<file path="src/rtl/mac_pkg.sv">
// -----------------------------------------------------------------------------
// mac_pkg
// Shared definitions for the mac_pipe dot-product accumulator:
//   - mac_state_e : controller state encoding (IDLE, ACCUM, DRAIN, HOLD)
//   - sat_max()   : largest signed value representable in out_w bits
//   - sat_min()   : smallest signed value representable in out_w bits
// The saturation helpers return a wide signed value so callers can size-cast
// them to whatever accumulator width they use.
// -----------------------------------------------------------------------------
package mac_pkg;

   typedef enum logic [1:0] {
      S_IDLE  = 2'd0,
      S_ACCUM = 2'd1,
      S_DRAIN = 2'd2,
      S_HOLD  = 2'd3
   } mac_state_e;

   localparam int SAT_CALC_W = 128;

   function automatic logic signed [SAT_CALC_W-1:0] sat_max(input int out_w);
      return (SAT_CALC_W'(1) << (out_w - 1)) - SAT_CALC_W'(1);
   endfunction

   function automatic logic signed [SAT_CALC_W-1:0] sat_min(input int out_w);
      return -(SAT_CALC_W'(1) << (out_w - 1));
   endfunction

endpackage

</file>
<file path="src/rtl/mac_lane_mult.sv">
// -----------------------------------------------------------------------------
// mac_lane_mult
// One registered signed multiplier lane. The product is sign-extended (or
// truncated) to OUT_BITWIDTH and captured when en_i is high; otherwise the
// register holds.
// Ports:
//   clk, reset  : clock, asynchronous active-high reset
//   en_i        : capture enable
//   a_i, w_i    : signed operands, IN_BITWIDTH each
//   prod_o      : registered product, OUT_BITWIDTH
// -----------------------------------------------------------------------------
module mac_lane_mult
   import mac_pkg::*;
#(
   parameter int IN_BITWIDTH  = 16,
   parameter int OUT_BITWIDTH = 2 * IN_BITWIDTH
) (
   input  logic                    clk,
   input  logic                    reset,
   input  logic                    en_i,
   input  logic [IN_BITWIDTH-1:0]  a_i,
   input  logic [IN_BITWIDTH-1:0]  w_i,
   output logic [OUT_BITWIDTH-1:0] prod_o
);

   logic signed [2*IN_BITWIDTH-1:0] full_prod;
   logic [OUT_BITWIDTH-1:0]         prod_d;
   logic [OUT_BITWIDTH-1:0]         prod_q;

   // Operands are widened first so the multiply is done at full precision.
   assign full_prod = (2*IN_BITWIDTH)'(signed'(a_i)) * (2*IN_BITWIDTH)'(signed'(w_i));
   assign prod_d    = OUT_BITWIDTH'(full_prod);

   always_ff @(posedge clk or posedge reset) begin
      if (reset) begin
         prod_q <= '0;
      end else if (en_i) begin
         prod_q <= prod_d;
      end
   end

   assign prod_o = prod_q;

endmodule

</file>
<file path="src/rtl/mac_pipe.sv">
// -----------------------------------------------------------------------------
// mac_pipe
// Pipelined LANES-wide signed dot-product accumulator. A group of acc_len beats
// (0 treated as 1) is summed on top of sum_in; the result is presented on out
// with a valid/ready handshake.
//
// Handshakes: a transfer happens on a rising edge where valid and ready are
// both high. in_ready is high only in IDLE/ACCUM. out_valid, out and sat_flag
// stay stable while out_valid is high until out_ready is seen.
//
// Pipeline: edge t accepts the beat into input registers, edge t+1 registers
// the lane products, edge t+2 folds the adder-tree sum into the accumulator.
// out_valid rises on the same edge the last beat reaches the accumulator.
//
// Ports:
//   clk, reset           : clock, asynchronous active-high reset
//   a_in, w_in           : LANES packed signed operands (lane k at k*IN_BITWIDTH)
//   sum_in               : partial sum, used on first beat of a group
//   acc_len              : beats per group, sampled on first beat
//   in_valid / in_ready  : input beat handshake
//   out                  : accumulated result
//   out_valid / out_ready: result handshake
//   sat_flag             : result saturated during this group
//
// Build option: define MAC_PIPE_SAT_EN to clamp each accumulator update to the
// signed OUT_BITWIDTH range and report it on sat_flag (sticky per group). When
// undefined the accumulator wraps and sat_flag is tied low.
// -----------------------------------------------------------------------------
module mac_pipe
   import mac_pkg::*;
#(
   parameter int IN_BITWIDTH  = 16,
   parameter int OUT_BITWIDTH = 2 * IN_BITWIDTH,
   parameter int LANES        = 4,
   parameter int LEN_BITS     = 8
) (
   input  logic                         clk,
   input  logic                         reset,
   input  logic [LANES*IN_BITWIDTH-1:0] a_in,
   input  logic [LANES*IN_BITWIDTH-1:0] w_in,
   input  logic [OUT_BITWIDTH-1:0]      sum_in,
   input  logic [LEN_BITS-1:0]          acc_len,
   input  logic                         in_valid,
   output logic                         in_ready,
   output logic [OUT_BITWIDTH-1:0]      out,
   output logic                         out_valid,
   input  logic                         out_ready,
   output logic                         sat_flag
);

`ifdef MAC_PIPE_SAT_EN
   // Headroom so the unclamped sum of base + LANES products cannot overflow.
   localparam int WW = OUT_BITWIDTH + LANES;
   localparam logic signed [WW-1:0] SAT_MAX_W = WW'(sat_max(OUT_BITWIDTH));
   localparam logic signed [WW-1:0] SAT_MIN_W = WW'(sat_min(OUT_BITWIDTH));
`else
   localparam int WW = OUT_BITWIDTH;
`endif

   mac_state_e state_q, state_d;
   logic [LEN_BITS-1:0] cnt_q, cnt_d;
   logic [LEN_BITS-1:0] len_q, len_d;
   logic                last_beat;
   logic                accept;
   logic                out_hs;

   // Stage 0: captured input beat
   logic [LANES*IN_BITWIDTH-1:0] a_q, w_q;
   logic [OUT_BITWIDTH-1:0]      sum0_q;
   logic                         v0_q, first0_q, last0_q;
   // Stage 1: products registered in the lanes, control travels alongside
   logic [OUT_BITWIDTH-1:0]      prod [LANES];
   logic [OUT_BITWIDTH-1:0]      sum1_q;
   logic                         v1_q, first1_q, last1_q;
   // Stage 2: accumulator
   logic signed [WW-1:0]         acc_wide;
   logic [OUT_BITWIDTH-1:0]      acc_q, acc_d;
   logic                         out_valid_q;

   assign accept = in_valid && in_ready;
   assign out_hs = out_valid_q && out_ready;

   // ---------------- controller ----------------
   always_ff @(posedge clk or posedge reset) begin
      if (reset) begin
         state_q <= S_IDLE;
         cnt_q   <= '0;
         len_q   <= '0;
      end else begin
         state_q <= state_d;
         cnt_q   <= cnt_d;
         len_q   <= len_d;
      end
   end

   always_comb begin
      state_d   = state_q;
      cnt_d     = cnt_q;
      len_d     = len_q;
      last_beat = 1'b0;
      in_ready  = (state_q == S_IDLE) || (state_q == S_ACCUM);
      case (state_q)
         S_IDLE: begin
            if (in_valid) begin
               len_d = (acc_len == '0) ? LEN_BITS'(1) : acc_len;
               cnt_d = LEN_BITS'(1);
               if (acc_len <= LEN_BITS'(1)) begin
                  last_beat = 1'b1;
                  state_d   = S_DRAIN;
               end else begin
                  state_d = S_ACCUM;
               end
            end
         end
         S_ACCUM: begin
            if (in_valid) begin
               cnt_d = cnt_q + LEN_BITS'(1);
               if (cnt_d == len_q) begin
                  last_beat = 1'b1;
                  state_d   = S_DRAIN;
               end
            end
         end
         S_DRAIN: begin
            if (v1_q && last1_q) state_d = S_HOLD;
         end
         S_HOLD: begin
            if (out_ready) state_d = S_IDLE;
         end
         default: state_d = S_IDLE;
      endcase
   end

   // ---------------- stage 0 / stage 1 control ----------------
   always_ff @(posedge clk or posedge reset) begin
      if (reset) begin
         a_q      <= '0;
         w_q      <= '0;
         sum0_q   <= '0;
         v0_q     <= 1'b0;
         first0_q <= 1'b0;
         last0_q  <= 1'b0;
         sum1_q   <= '0;
         v1_q     <= 1'b0;
         first1_q <= 1'b0;
         last1_q  <= 1'b0;
      end else begin
         v0_q <= accept;
         if (accept) begin
            a_q      <= a_in;
            w_q      <= w_in;
            sum0_q   <= sum_in;
            first0_q <= (state_q == S_IDLE);
            last0_q  <= last_beat;
         end
         v1_q <= v0_q;
         if (v0_q) begin
            sum1_q   <= sum0_q;
            first1_q <= first0_q;
            last1_q  <= last0_q;
         end
      end
   end

   for (genvar k = 0; k < LANES; k++) begin : g_lane
      mac_lane_mult #(
         .IN_BITWIDTH (IN_BITWIDTH),
         .OUT_BITWIDTH(OUT_BITWIDTH)
      ) u_mult (
         .clk   (clk),
         .reset (reset),
         .en_i  (v0_q),
         .a_i   (a_q[k*IN_BITWIDTH +: IN_BITWIDTH]),
         .w_i   (w_q[k*IN_BITWIDTH +: IN_BITWIDTH]),
         .prod_o(prod[k])
      );
   end

   // ---------------- stage 2: adder tree + accumulate ----------------
`ifdef MAC_PIPE_SAT_EN
   logic clamp;
   logic sat_q;
`endif

   always_comb begin
      // First beat of a group starts from sum_in instead of the old result.
      acc_wide = first1_q ? WW'(signed'(sum1_q)) : WW'(signed'(acc_q));
      for (int k = 0; k < LANES; k++) begin
         acc_wide = acc_wide + WW'(signed'(prod[k]));
      end
`ifdef MAC_PIPE_SAT_EN
      clamp = 1'b0;
      acc_d = OUT_BITWIDTH'(acc_wide);
      if (acc_wide > SAT_MAX_W) begin
         acc_d = OUT_BITWIDTH'(SAT_MAX_W);
         clamp = 1'b1;
      end else if (acc_wide < SAT_MIN_W) begin
         acc_d = OUT_BITWIDTH'(SAT_MIN_W);
         clamp = 1'b1;
      end
`else
      acc_d = acc_wide;
`endif
   end

   always_ff @(posedge clk or posedge reset) begin
      if (reset) begin
         acc_q       <= '0;
         out_valid_q <= 1'b0;
      end else begin
         if (v1_q) acc_q <= acc_d;
         out_valid_q <= (state_d == S_HOLD);
      end
   end

`ifdef MAC_PIPE_SAT_EN
   always_ff @(posedge clk or posedge reset) begin
      if (reset) begin
         sat_q <= 1'b0;
      end else if (v1_q && clamp) begin
         sat_q <= 1'b1;
      end else if (out_hs) begin
         sat_q <= 1'b0;
      end
   end
   assign sat_flag = sat_q;
`else
   assign sat_flag = 1'b0;
`endif

   assign out       = acc_q;
   assign out_valid = out_valid_q;

endmodule
</file>
<file path="config.mk">
export PLATFORM = sky130hd
export DESIGN_NAME = mac_pipe
export DESIGN_NICKNAME = d
export VERILOG_FILES = /design/src/rtl/mac_pkg.sv /design/src/rtl/mac_lane_mult.sv /design/src/rtl/mac_pipe.sv
export SDC_FILE = /design/constraint.sdc
export NUM_CORES = 2
export LEC_CHECK = 0
export CAP_MARGIN = 10
export CORE_ASPECT_RATIO = 0.9
export CORE_MARGIN = 1.5
export CORE_UTILIZATION = 30
export CTS_CLUSTER_DIAMETER = 50
export DETAILED_ROUTE_END_ITERATION = 10
export GPL_TIMING_DRIVEN = 0
export REMOVE_ABC_BUFFERS = 1
export SKIP_LAST_GASP = 1
export SYNTH_ARGS = -nofsm -noshare
export SYNTH_HDL_FRONTEND = slang
export SYNTH_SLANG_ARGS = --single-unit
</file>
<file path="constraint.sdc">
create_clock -name clk -period 11.8 [get_ports clk]
set_input_delay 1.18 -clock clk [delete_from_list [all_inputs] [get_ports clk]]
set_output_delay 1.18 -clock clk [all_outputs]
set_load 0.03 [all_outputs]
</file>
==> flow_summary.yaml <==
synth:
  async_reset_ff_share_pct: 100
  avgSynthCellArea_um2: 9.66
  ys_ff_latch: 377
  syn_inst: 5910
  synth_area_mm2: 0.0571
  synth_edf_count: 0
  synth-main-ff-cell: "dfrtp_1"
  ys_types: 75
  yosys-top-cells-area: "fa_1 (40%), dfrtp_1 (17%), ha_1 (7.9%), inv_1 (7.6%), nand2_1 (6.8%)"
  yosysSeqAreaShare_pct: 16.5
  synth_largest_area_cell: "fa_1"
  synth.top_cell.area_share_pct: 40.0
  ys_warn_count: 0
clock_tree:
  ctsHoldBuffers: 0
  ctsRootBufferMaster: "clkbuf_16"
  post-cts-setup-buffers: 0
  clock_latency_ns: 0.72
  cts_buffers: 61
  cts_buffer_depth: 3
  cts_tree: "done"
  clock_sinks: 377
  clk_pin_slew_ns: 0.06
  h-tree-depth: 2
  post_cts_resize_count: 0
detailed_routing:
  wl_mm: 146
  drc_errors: 0
  routed_via_density: 4.62
  drtAntennaViolNets: 0
  vias: 39500
  drtPass1Iterations: 6
  wl_per_cell_um: 17.1
  first_iter_violations: 2087
critical_path:
  cpMaxStageDelayCell: "fa_1"
  worstPathRequired_ns: 12.40
  path_common_cell: "fa_1"
  start_kind: "flop"
  r2r_cells: 20
  critPathMaxStageDelay_ns: 0.76
  end_kind: "flop"
  cp_max_fo: 17
  crit_type: "flop to flop"
  cp_cell_sequence: "nand2_1 -> inv_1 -> fa_1 -> fa_1 -> fa_1 -> fa_1 -> fa_1 -> inv_1 -> fa_1 -> inv_1 -> ha_1 -> a211oi_1 -> o21ai_0 -> a221oi_1 -> a21oi_1 -> o31ai_1 -> o21ai_1 -> o31ai_1 -> xnor2_1 -> mux2_2"
  arrival_ns: 7.77
cells_and_area:
  final_area_mm2: 0.0640
  utilization_pct: 33.9
  areaGrowthSynthToFinish_pct: 12.1
  nNetsFinal: 7646
  nFillCells: 19400
  layout-drive-gt1-share_pct: 5.30
floorplanning:
  io-pin-count: 207
  std_cell_rows: 151
  coreArea_mm2: 0.189
  start_util_pct: 30.3
  fp.dieW_um: 463
  dieHeight_um: 417
  die_area_mm2: 0.193
timing:
  fmax_ghz: 0.140
  finalSetupViolations: 0
  clock_skew_ns: 0.0623
  slew_violations: 0
  rsz0062_at_grt: "false"
  worst_slew_pin_slew_ns: 0.967
  timing.final.crit_share_pct: 60.7
  fin_crit_ns: 7.16
  finalHoldViolations: 0
  max_slew_margin_pct: 35.4
placed_design:
  routabilityCongestion: 0.874
  numPortBuffers: 205
  dpl.hpwl_mm: 119
  dpl_cell_area_mm2: 0.0618
global_routing:
  grt_max_degree: 94
  antenna_found_initial: 11
  gr-total-overflow: 0
  grt_pass1_wl_mm: 241
  grt_pass1_vias: 43500
  grt_use_total_pct: 15.7
outcome:
  run_status: "completed"
worst_hold_path:
  hold_path.class: "flop to flop"
  holdPathStages: 2
run:
  maxCapViolations: 0
==> placed cells by master (no fill, tap or decap), drive strengths merged, types with 14 or more instances in the layout <==
cell type,count
inv,1177
o21a,27
or3,18
a211oi,28
a21o,74
o21bai,20
clkdlybuf4s50,205
o21ai,87
o31ai,22
dfrtp,377
nand3,36
mux2,170
nand2b,28
ha,361
xor2,30
o211ai,14
and2,493
fa,1140
clkbuf,70
a21oi,116
nor2,130
and3,15
nor3,34
xnor2,126
nand2,1029
==> routing by layer <==
metal | track usage (%) | part of all wire, %
met1 | 20.6 | 43
met3 | 2.16 | 4.6
met5 | 0 | 0.043
met4 | 5.90 | 4.2
met2 | 26.5 | 48
==> Yosys cell counts (22+ instances only) <==
cell and instances:
inv_1 1159, fa_1 1140, nand2_1 1029, and2_1 493, dfrtp_1 377, ha_1 361
clkbuf_1 203, mux2_2 170, nor2_1 130, xnor2_1 126, a21oi_1 114, o21ai_0 77
a21o_1 74, nand3_1 36, nor3_1 33, xor2_1 30, a211oi_1 28, nand2b_1 28
o21a_1 27, o31ai_1 22
==> state kept, by name, summed over array words and instances, names as in the netlist, 8 cells and up <==
name	flops
a_q	64
cnt_q	8
g_lane.u_mult.prod_o	128
len_q	8
out	32
sum0_q	32
sum1_q	32
w_q	64
==> logic make-up after synthesis <==
kind of cell | count (synthesis) | synth area share, %
flops | 377 | 16.5
simple gates | 1837 | 15.0
fa+ha+maj | 1501 | 47.9
buf+inv | 1377 | 9.06
compound gates | 487 | 5.76
xor+xnor | 156 | 2.39
other cells | 1 | 0.00657
mux | 174 | 3.42
==> stage by stage <==
| stage | cells | hold slack (ns) | TNS (ns) | setup slack (ns) |
|---|---|---|---|---|
| final | 8549 | 0.472 | 0 | 4.64 |
| after global placement | 8422 | 0.451 | -2637.51 | -6.03 |
| after detailed placement | 8434 | 0.460 | 0 | 4.64 |
| after floorplan | 5693 | 0.433 | 0 | 0.148 |
| after CTS | 8547 | 0.475 | 0 | 4.59 |
| after global routing | 8548 | 0.503 | 0 | 4.03 |
==> final timing paths <==
path | start | to | slack, ns
max reg2reg | w_q[49] | g_lane[3].u_mult.prod_o[31] | 4.64
min reg2reg | last0_q | last0_q | 0.47
max in group asynchronous | reset | w_q[1] | 9.52
min | last0_q | last0_q | 0.47
min in group asynchronous | reset | a_q[37] | 0.85
max | w_q[49] | g_lane[3].u_mult.prod_o[31] | 4.64
==> critical path, delay by kind of cell (launching register included) <==
family | cells | cell delay (ns)
xor gates and xnor gates | 1 | 0.21
AOI/OAI and AO/OA | 7 | 1.83
muxes | 1 | 0.30
DFF | 1 | 0.65
buffers and inverters | 3 | 0.20
adders and majority gates | 7 | 3.58
and+or+nand+nor | 1 | 0.25
==> layout make-up <==
| type | count | area, um2 | area share [%] |
|---|---|---|---|
| timing repair buffer | 217 | 2360 | 3.69 |
| multi-input combinational | 4156 | 42500 | 66.4 |
| tap | 2524 | 3160 | 4.93 |
| sequential | 377 | 9440 | 14.8 |
| inverter | 1160 | 4370 | 6.83 |
| clock buffer | 70 | 1610 | 2.52 |
| antenna | 2 | 5.00 | 0.00782 |
| clock inverter | 43 | 567 | 0.886 |
Power is not shown: default switching activity piles up to over one toggle a cycle in this logic, so the estimate is an artifact.
